<file path="src/rtl/param_bitmask_mem_if.sv">
// Access bus for param_bitmask_mem: request/write side plus read/status return.
interface param_bitmask_mem_if #(
   parameter int DATA_W = 32,
   parameter int ADDR_W = 3
);
   logic              enb;
   logic              wr;
   logic [ADDR_W-1:0] addr;
   logic [DATA_W-1:0] data;
   logic [DATA_W-1:0] masked;
   logic              clr;
   logic              busy;
   logic [DATA_W-1:0] r_data;
   logic              r_valid;
   logic              err;

   modport master (
      output enb, wr, addr, data, masked, clr,
      input  busy, r_data, r_valid, err
   );

   modport slave (
      input  enb, wr, addr, data, masked, clr,
      output busy, r_data, r_valid, err
   );
endinterface

</file>
<file path="src/rtl/param_bitmask_mem.sv">
// Single-port bit-masked memory with configurable geometry and read latency,
// a hardware clear sweep after reset or on request, and registered status strobes.
module param_bitmask_mem #(
   parameter int                DATA_W   = 32,
   parameter int                DEPTH    = 8,
   parameter int                ADDR_W   = $clog2(DEPTH),
   parameter int                RD_LAT   = 1,
   parameter logic [DATA_W-1:0] INIT_VAL = '0
) (
   input logic               clk,
   input logic               rst_n,
   param_bitmask_mem_if.slave bus
);

   typedef enum logic {SWEEP, IDLE} state_t;

   localparam logic [ADDR_W-1:0] LAST = ADDR_W'(DEPTH - 1);

   state_t            state;
   state_t            state_nxt;
   logic [ADDR_W-1:0] ptr;
   logic [ADDR_W-1:0] ptr_nxt;
   logic [DATA_W-1:0] mem [DEPTH];

   logic              in_range;
   logic              acc_ok;
   logic              rd_req;
   logic              wr_req;
   logic              err_nxt;
   logic [DATA_W-1:0] rd_word;

   logic              s1_valid;
   logic [DATA_W-1:0] s1_data;
   logic              err_q;

   assign in_range = 32'(bus.addr) < DEPTH;

   always_ff @(posedge clk or negedge rst_n) begin
      if (!rst_n) begin
         state <= SWEEP;
         ptr   <= '0;
      end else begin
         state <= state_nxt;
         ptr   <= ptr_nxt;
      end
   end

   // clr is only honoured from IDLE, so a request during a sweep never restarts it.
   always_comb begin
      state_nxt = state;
      ptr_nxt   = ptr;
      acc_ok    = 1'b0;
      case (state)
         SWEEP: begin
            ptr_nxt = ptr + 1'b1;
            if (ptr == LAST) begin
               state_nxt = IDLE;
               ptr_nxt   = '0;
            end
         end
         IDLE: begin
            if (bus.clr) begin
               state_nxt = SWEEP;
               ptr_nxt   = '0;
            end else begin
               acc_ok = bus.enb;
            end
         end
         default: begin
            state_nxt = SWEEP;
            ptr_nxt   = '0;
         end
      endcase
   end

   assign rd_req   = acc_ok && !bus.wr;
   assign wr_req   = acc_ok && bus.wr && in_range;
   assign err_nxt  = bus.enb && ((state != IDLE) || bus.clr || !in_range);
   assign rd_word  = in_range ? mem[bus.addr] : '0;
   assign bus.busy = (state == SWEEP);
   assign bus.err  = err_q;

   // The array has no reset; the sweep is what brings it to a known value.
   always_ff @(posedge clk) begin
      if (state == SWEEP) begin
         mem[ptr] <= INIT_VAL;
      end else if (wr_req) begin
         mem[bus.addr] <= (mem[bus.addr] & ~bus.masked) | (bus.data & bus.masked);
      end
   end

   always_ff @(posedge clk or negedge rst_n) begin
      if (!rst_n) begin
         s1_valid <= 1'b0;
         s1_data  <= '0;
         err_q    <= 1'b0;
      end else begin
         s1_valid <= rd_req;
         err_q    <= err_nxt;
         if (rd_req) begin
            s1_data <= rd_word;
         end
      end
   end

   generate
      if (RD_LAT == 1) begin : g_lat1
         assign bus.r_valid = s1_valid;
         assign bus.r_data  = s1_data;
      end else begin : g_lat2
         logic              s2_valid;
         logic [DATA_W-1:0] s2_data;

         // Data only advances on a valid beat so r_data holds between results.
         always_ff @(posedge clk or negedge rst_n) begin
            if (!rst_n) begin
               s2_valid <= 1'b0;
               s2_data  <= '0;
            end else begin
               s2_valid <= s1_valid;
               if (s1_valid) begin
                  s2_data <= s1_data;
               end
            end
         end

         assign bus.r_valid = s2_valid;
         assign bus.r_data  = s2_data;
      end
   endgenerate

endmodule

</file>
<file path="src/flat_wrapper.sv">
// flat-port wrapper written by rule: the top's interface ports become plain ports
module param_bitmask_mem_flat 
#(
   parameter int                DATA_W   = 32,
   parameter int                DEPTH    = 8,
   parameter int                ADDR_W   = $clog2(DEPTH),
   parameter int                RD_LAT   = 1,
   parameter logic [DATA_W-1:0] INIT_VAL = '0
)
  (clk, rst_n, bus_enb, bus_wr, bus_addr, bus_data, bus_masked, bus_clr, bus_busy, bus_r_data, bus_r_valid, bus_err);
  param_bitmask_mem_if #(.DATA_W(DATA_W), .ADDR_W(ADDR_W)) bus_i ();
  input logic clk;
  input logic rst_n;
  input wire logic [$bits(bus_i.enb)-1:0] bus_enb;
  input wire logic [$bits(bus_i.wr)-1:0] bus_wr;
  input wire logic [$bits(bus_i.addr)-1:0] bus_addr;
  input wire logic [$bits(bus_i.data)-1:0] bus_data;
  input wire logic [$bits(bus_i.masked)-1:0] bus_masked;
  input wire logic [$bits(bus_i.clr)-1:0] bus_clr;
  output wire logic [$bits(bus_i.busy)-1:0] bus_busy;
  output wire logic [$bits(bus_i.r_data)-1:0] bus_r_data;
  output wire logic [$bits(bus_i.r_valid)-1:0] bus_r_valid;
  output wire logic [$bits(bus_i.err)-1:0] bus_err;
  assign bus_i.enb = bus_enb;
  assign bus_i.wr = bus_wr;
  assign bus_i.addr = bus_addr;
  assign bus_i.data = bus_data;
  assign bus_i.masked = bus_masked;
  assign bus_i.clr = bus_clr;
  assign bus_busy = bus_i.busy;
  assign bus_r_data = bus_i.r_data;
  assign bus_r_valid = bus_i.r_valid;
  assign bus_err = bus_i.err;
  param_bitmask_mem #(.DATA_W(DATA_W), .DEPTH(DEPTH), .ADDR_W(ADDR_W), .RD_LAT(RD_LAT), .INIT_VAL(INIT_VAL)) u_core (.clk(clk), .rst_n(rst_n), .bus(bus_i));
endmodule
</file>
<file path="config.mk">
export PLATFORM = sky130hd
export DESIGN_NAME = param_bitmask_mem_flat
export DESIGN_NICKNAME = d
export VERILOG_FILES = /design/src/rtl/param_bitmask_mem_if.sv /design/src/rtl/param_bitmask_mem.sv /design/src/flat_wrapper.sv
export SDC_FILE = /design/constraint.sdc
export NUM_CORES = 1
export LEC_CHECK = 0
export CAP_MARGIN = 25
export CORE_MARGIN = 8
export CORE_UTILIZATION = 50
export CTS_BUF_LIST = sky130_fd_sc_hd__clkbuf_8
export DETAILED_ROUTE_END_ITERATION = 8
export MAX_ROUTING_LAYER = met4
export PLACE_DENSITY_LB_ADDON = 0.25
export SYNTH_ARGS = -nofsm -noshare
export SYNTH_HDL_FRONTEND = slang
export SYNTH_SLANG_ARGS = --single-unit
</file>
<file path="constraint.sdc">
create_clock -name clk -period 3.53 [get_ports clk]
set_input_delay 0.353 -clock clk [delete_from_list [all_inputs] [get_ports clk]]
set_output_delay 0.353 -clock clk [all_outputs]
set_load 0.02 [all_outputs]
</file>
==> impl_metrics.toml, run 1 <==
[global_routing]
use_met1 = 0.244
track_usage = 0.189
grt_use_met2 = 0.303
antenna_found_initial = 0
busiest_layer = "met2"
grt_pass1_wl_um = 41100
grt_pass1_vias = 7190
grt_max_degree = 66
overflow = 0
globalRouteMet3Util = 0.0318

[cts]
clk_latency_ns = 0.55
ctsResizeCount = 0
cts_max_level = 2
cts_buffer_depth = 3
clkSinkCount = 294
cts_tree = "built"
cts_buffers = 46
clock-root-buffer = "clkbuf_8"
cts.clk_slew.worst_paths_ns = 0.06

[timing]
setup_viol = 0
holdWs_ns = 0.347
min_period_over_period = 0.743
drv_slew = 0
relSlewSlack = 0.345
rsz0062_at_grt = "false"
timing.final.hold_violations = 0
min_period_ns = 2.62
max_freq_mhz = 381
tightestPinTransition_ns = 0.979
fin_tns_setup_ns = 0
finClkSkew_ns = 0.0199

[placement]
gp_congestion = 0.785
dp_hpwl_um = 15900
io_buffers = 106

[route]
drt_iter0_markers = 478
routedWlPerCell_um = 21.6
ant_nets = 0
routed_wl_um = 26600
vias_per_cell = 5.52
first_pass_iters = 5
via_count = 6783
drc = 0

[synth]
synth_area_leaders = "edfxtp_1, dfrtp_1, mux2_2"
ys_types = 38
synth_edf_count = 256
synthFlopType = "edfxtp_1"
synth_cells = 730
netlist.area_leader.share = 0.639
syn-num-nets = 804
ys_seq_area_frac = 0.718
synth_largest_area_cell = "edfxtp_1"
syn_area_per_cell_um2 = 16.5
yosys_warnings = 0
async_flop_share = 0.129
syn_area_um2 = 12000
ys_ff_latch = 294

[final_layout]
layout_common_cells = "edfxtp_1, clkdlybuf4s50_1, mux2i_1"
final_common_cell = "edfxtp_1"
insertedDiodeCount = 0
area_delta_synth_final_pct = 20.1
final_layout_size_suffix_gt1_frac = 0.224
finalNetCount = 946

[run]
drv_cap = 0

[floorplan]
core_um2 = 23500
start_util = 0.511
row_count = 56
die_h_um = 171
io_pins = 107
dieArea_um2 = 29300
die_w_um = 171

[setup_path]
crit_required_ns = 3.74
cp-start-kind = "primary input"
path_max_fanout = 22
cp-end-kind = "register"
arrival_ns = 2.84
critical_path_class = "primary input to register"

[pwr]
vdd_ir_drop_max_v = 0.000513
pwr_density_cell_nw_per_um2 = 736
p_leak_uw = 0.00534

[status]
status = "completed"

[min_path]
min_path_type = "primary input to async pin"
[state kept, by name, indices dropped and copies added, names as in the netlist]
name                cells
u_core.state            1
u_core.mem            256
u_core.bus.err          1
u_core.bus.r_data      32
u_core.bus.r_valid      1
u_core.ptr              3
[metal layers]
metal  part of all wire  wire length [µm]  vias up
met1               0.44             11800     3383
li1                   -                 -     3125
met5                  0                 0        -
met3              0.051              1370       50
met4              0.022               592        0
met2               0.48             12800      225
[through the flow]
stage	power, µW	utilization	instances	worst slack, ns	instance area, µm²
after floorplan	6710	-	730	0.555	12000
after global placement	7870	0.575	1141	0.489	13500
after detailed placement	7980	0.576	1142	0.346	13500
after CTS	10700	0.614	1228	0.919	14500
after global routing	11100	0.614	1228	0.683	14500
final	10600	0.614	1228	0.907	14500
[area by class of cell]
class,count,area [µm²]
timing repair buffer,134,1350
multi-input combinational,361,3050
fill,1780,9090
clock buffer,48,661
sequential,294,8640
clock inverter,37,233
inverter,35,131
tap,319,399
[worst max-delay path, cell delays in order]
cell and delay (ns):
clkdlybuf4s50_1 0.70, nor2_4 0.23, buf_4 0.27, a22oi_1 0.24, o221ai_2 0.17, a211oi_1 0.85
[final timing paths]
path / slack, ns / to / from / cells past startpoint
worst max-delay path: 0.91 / u_core.mem[4][8]$_DFFE_PP_ / bus_addr[2] / 6
worst min-delay path: 0.35 / u_core.bus.r_data[29]$_DFFE_PN0P_ / rst_n / 2
worst max register to register: 1.01 / u_core.mem[4][19]$_DFFE_PP_ / u_core.state$_DFF_PN0_ / 5
worst min register to register: 0.48 / u_core.bus.r_data[13]$_DFFE_PN0P_ / u_core.bus.r_data[13]$_DFFE_PN0P_ / 2
max in group asynchronous: 2.64 / u_core.bus.r_data[16]$_DFFE_PN0P_ / rst_n / 3
min in group clk: 0.48 / u_core.bus.r_data[13]$_DFFE_PN0P_ / u_core.bus.r_data[13]$_DFFE_PN0P_ / 2
[cell usage after synthesis, types with 3 or more instances]
| library cell | instances |
|---|---|
| o211ai_1 | 3 |
| o22ai_1 | 3 |
| dfrtp_1 | 38 |
| o21ai_2 | 22 |
| mux2_2 | 61 |
| a211oi_2 | 5 |
| nor2_1 | 47 |
| buf_8 | 4 |
| buf_2 | 8 |
| a221o_1 | 3 |
| a22oi_1 | 29 |
| a211oi_1 | 27 |
| clkbuf_1 | 13 |
| o221ai_2 | 16 |
| o21ai_1 | 9 |
| o221ai_1 | 10 |
| mux2i_1 | 68 |
| nand2_1 | 34 |
| nand3_1 | 3 |
| o21ai_0 | 4 |
| inv_1 | 34 |
| buf_6 | 12 |
| edfxtp_1 | 256 |
[kinds of logic (layout without fill, tap and decap cells)]
logic type / Yosys count / after routing / synth area share
buf+inv: 75 / 254 / 0.0359
simple gates: 92 / 92 / 0.0320
flops: 294 / 294 / 0.718
fa+ha+maj: 2 / 2 / 0.00208
mux: 129 / 129 / 0.114
compound gates: 138 / 138 / 0.0987
[power breakdown]
part	internal, µW	total, µW	switching (µW)
Clock	1490	2750	1270
Combinational	1000	2620	1620
Sequential	4950	5270	319
[timing repair]
action                                 CTS  global route
setup buffers                            0             0
endpoints found under the hold margin   19             0
hold buffers                             1             0
Power figures use the tool's default switching activity.
==> inputs of run 2 (changes only) <==
==> constraint.sdc (replaced) <==
create_clock -name clk -period 2.2 [get_ports clk]
set_input_delay 0.22 -clock clk [delete_from_list [all_inputs] [get_ports clk]]
set_output_delay 0.22 -clock clk [all_outputs]
set_load 0.02 [all_outputs]
==> impl_metrics.toml, run 2 (same netlist as run 1, synthesis figures left out) <==
[status]
status = "completed"

[route]
drt_iter0_markers = 459
routedWlPerCell_um = 20.0
ant_nets = 0
first_pass_iters = 5
vias_per_cell = 5.38
routed_wl_um = 26000
via_count = 7008
drc = 0

[floorplan]
io_pins = 107
start_util = 0.511
dieArea_um2 = 29300
core_um2 = 23500
row_count = 56
die_h_um = 171
die_w_um = 171

[global_routing]
grt_pass1_wl_um = 41000
overflow = 0
antenna_found_initial = 0
grt_pass1_vias = 7586
grt_max_degree = 39
track_usage = 0.185

[final_layout]
layout_common_cells = "edfxtp_1, clkdlybuf4s50_1, buf_4"
stdcell_count = 1302
fillers = 1714
final_layout_size_suffix_gt1_frac = 0.295
stdcell_area_um2 = 15200
final_common_cell = "edfxtp_1"
area_delta_synth_final_pct = 26.2
largest_reg_flops = 256
finalNetCount = 1020
insertedDiodeCount = 0
top_register = "u_core.mem"

[cts]
cts_hold_buf = 1
postCtsSetupRepairBufs = 0
clk_latency_ns = 0.55
cts_buffers = 46
cts_max_level = 2
clkSinkCount = 294
ctsResizeCount = 0
clock-root-buffer = "clkbuf_8"
cts.clk_slew.worst_paths_ns = 0.06
cts_tree = "built"
cts_buffer_depth = 3

[placement]
gp_congestion = 0.770
place_inst = 1216
placement.cell_area_um2 = 14300
io_buffers = 106
dp_hpwl_um = 17100

[setup_path]
cp-end-kind = "output port"
crit_required_ns = 1.98
timing.rr.end = "u_core.mem[5][2]$_DFFE_PP_"
r2r_start = "u_core.state$_DFF_PN0_"
arrival_ns = 1.74
regToRegSetupSlack_ns = 0.31
r2r_cells = 6
cp-start-kind = "register"
path_max_fanout = 8
critical_path_class = "register to output port"

[timing]
fin_tns_setup_ns = 0
rsz0062_at_grt = "false"
min_period_ns = 1.96
setup_viol = 0
timing.final.hold_violations = 0
relSlewSlack = 0.438
min_period_over_period = 0.893
max_freq_mhz = 509
finClkSkew_ns = 0.0189
drv_slew = 0
tightestPinTransition_ns = 0.838

[pwr]
pwr_density_cell_nw_per_um2 = 1150
vdd_ir_drop_max_v = 0.000732
p_leak_uw = 0.00578

[min_path]
min_path_type = "primary input to async pin"

[run]
drv_cap = 0
-- run 2: changes by cell type in the layout (fill, tap and decap cells not counted), moves of 2 or more --
cell       previous run  this run
inv_6                 2         0
clkinv_2              4        13
buf_4                21        80
clkinv_1             15         3
buf_12                6        21
bufinv_16             3         0
clkbuf_8             48        55
-- run 2: layout make-up --
| class | instances | area (µm²) | share of cell area |
|---|---|---|---|
| Inverter | 35 | 131 | 0.00865 |
| Clock inverter | 30 | 133 | 0.00873 |
| Tap cell | 319 | 399 | 0.0263 |
| Multi-Input combinational cell | 361 | 3050 | 0.200 |
| Clock buffer | 55 | 757 | 0.0498 |
| Sequential cell | 294 | 8640 | 0.569 |
| Timing Repair Buffer | 208 | 2090 | 0.137 |
-- run 2: where the power goes --
group | internal, µW | switching (µW)
clock | 2280 | 2040
combinational | 2040 | 2630
sequential | 7920 | 503
-- run 2: worst max path at each step --
stage	start	end	slack, ns	depth (start not counted)
2_1_floorplan	bus_addr[0]	u_core.mem[0][0]$_DFFE_PP_	-0.17	6
6_report	u_core.state$_DFF_PN0_	bus_busy	0.24	2
3_5_place_dp	bus_addr[1]	u_core.mem[1][11]$_DFFE_PP_	-0.13	7
4_1_cts	u_core.state$_DFF_PN0_	bus_busy	0.20	2
5_1_grt	u_core.state$_DFF_PN0_	bus_busy	0.16	2
3_3_place_gp	bus_addr[1]	u_core.mem[1][8]$_DFFE_PP_	-0.10	7
-- run 2: critical path, stage by stage, from the launching register on --
cell and delay [ns]:
dfrtp_1 0.44, inv_2 0.15, clkdlybuf4s50_1 0.63
-- run 2: routing by layer --
metal / share of wire / global-route usage / up-vias
met5: 0 / - / -
met4: 0.011 / 0.0408 / 0
met3: 0.050 / 0.0332 / 26
met2: 0.51 / 0.314 / 178
met1: 0.43 / 0.229 / 3528
li1: - / - / 3276
-- run 2: stage by stage --
step	hold WS [ns]	total power, µW	utilization	worst slack (ns)
2_1_floorplan	-0.0756	10800	-	-0.169
5_1_grt	0.337	18300	0.645	0.163
3_5_place_dp	0.354	13300	0.607	-0.127
6_report	0.310	17400	0.645	0.236
3_3_place_gp	0.341	13100	0.607	-0.101
4_1_cts	0.303	17600	0.645	0.200
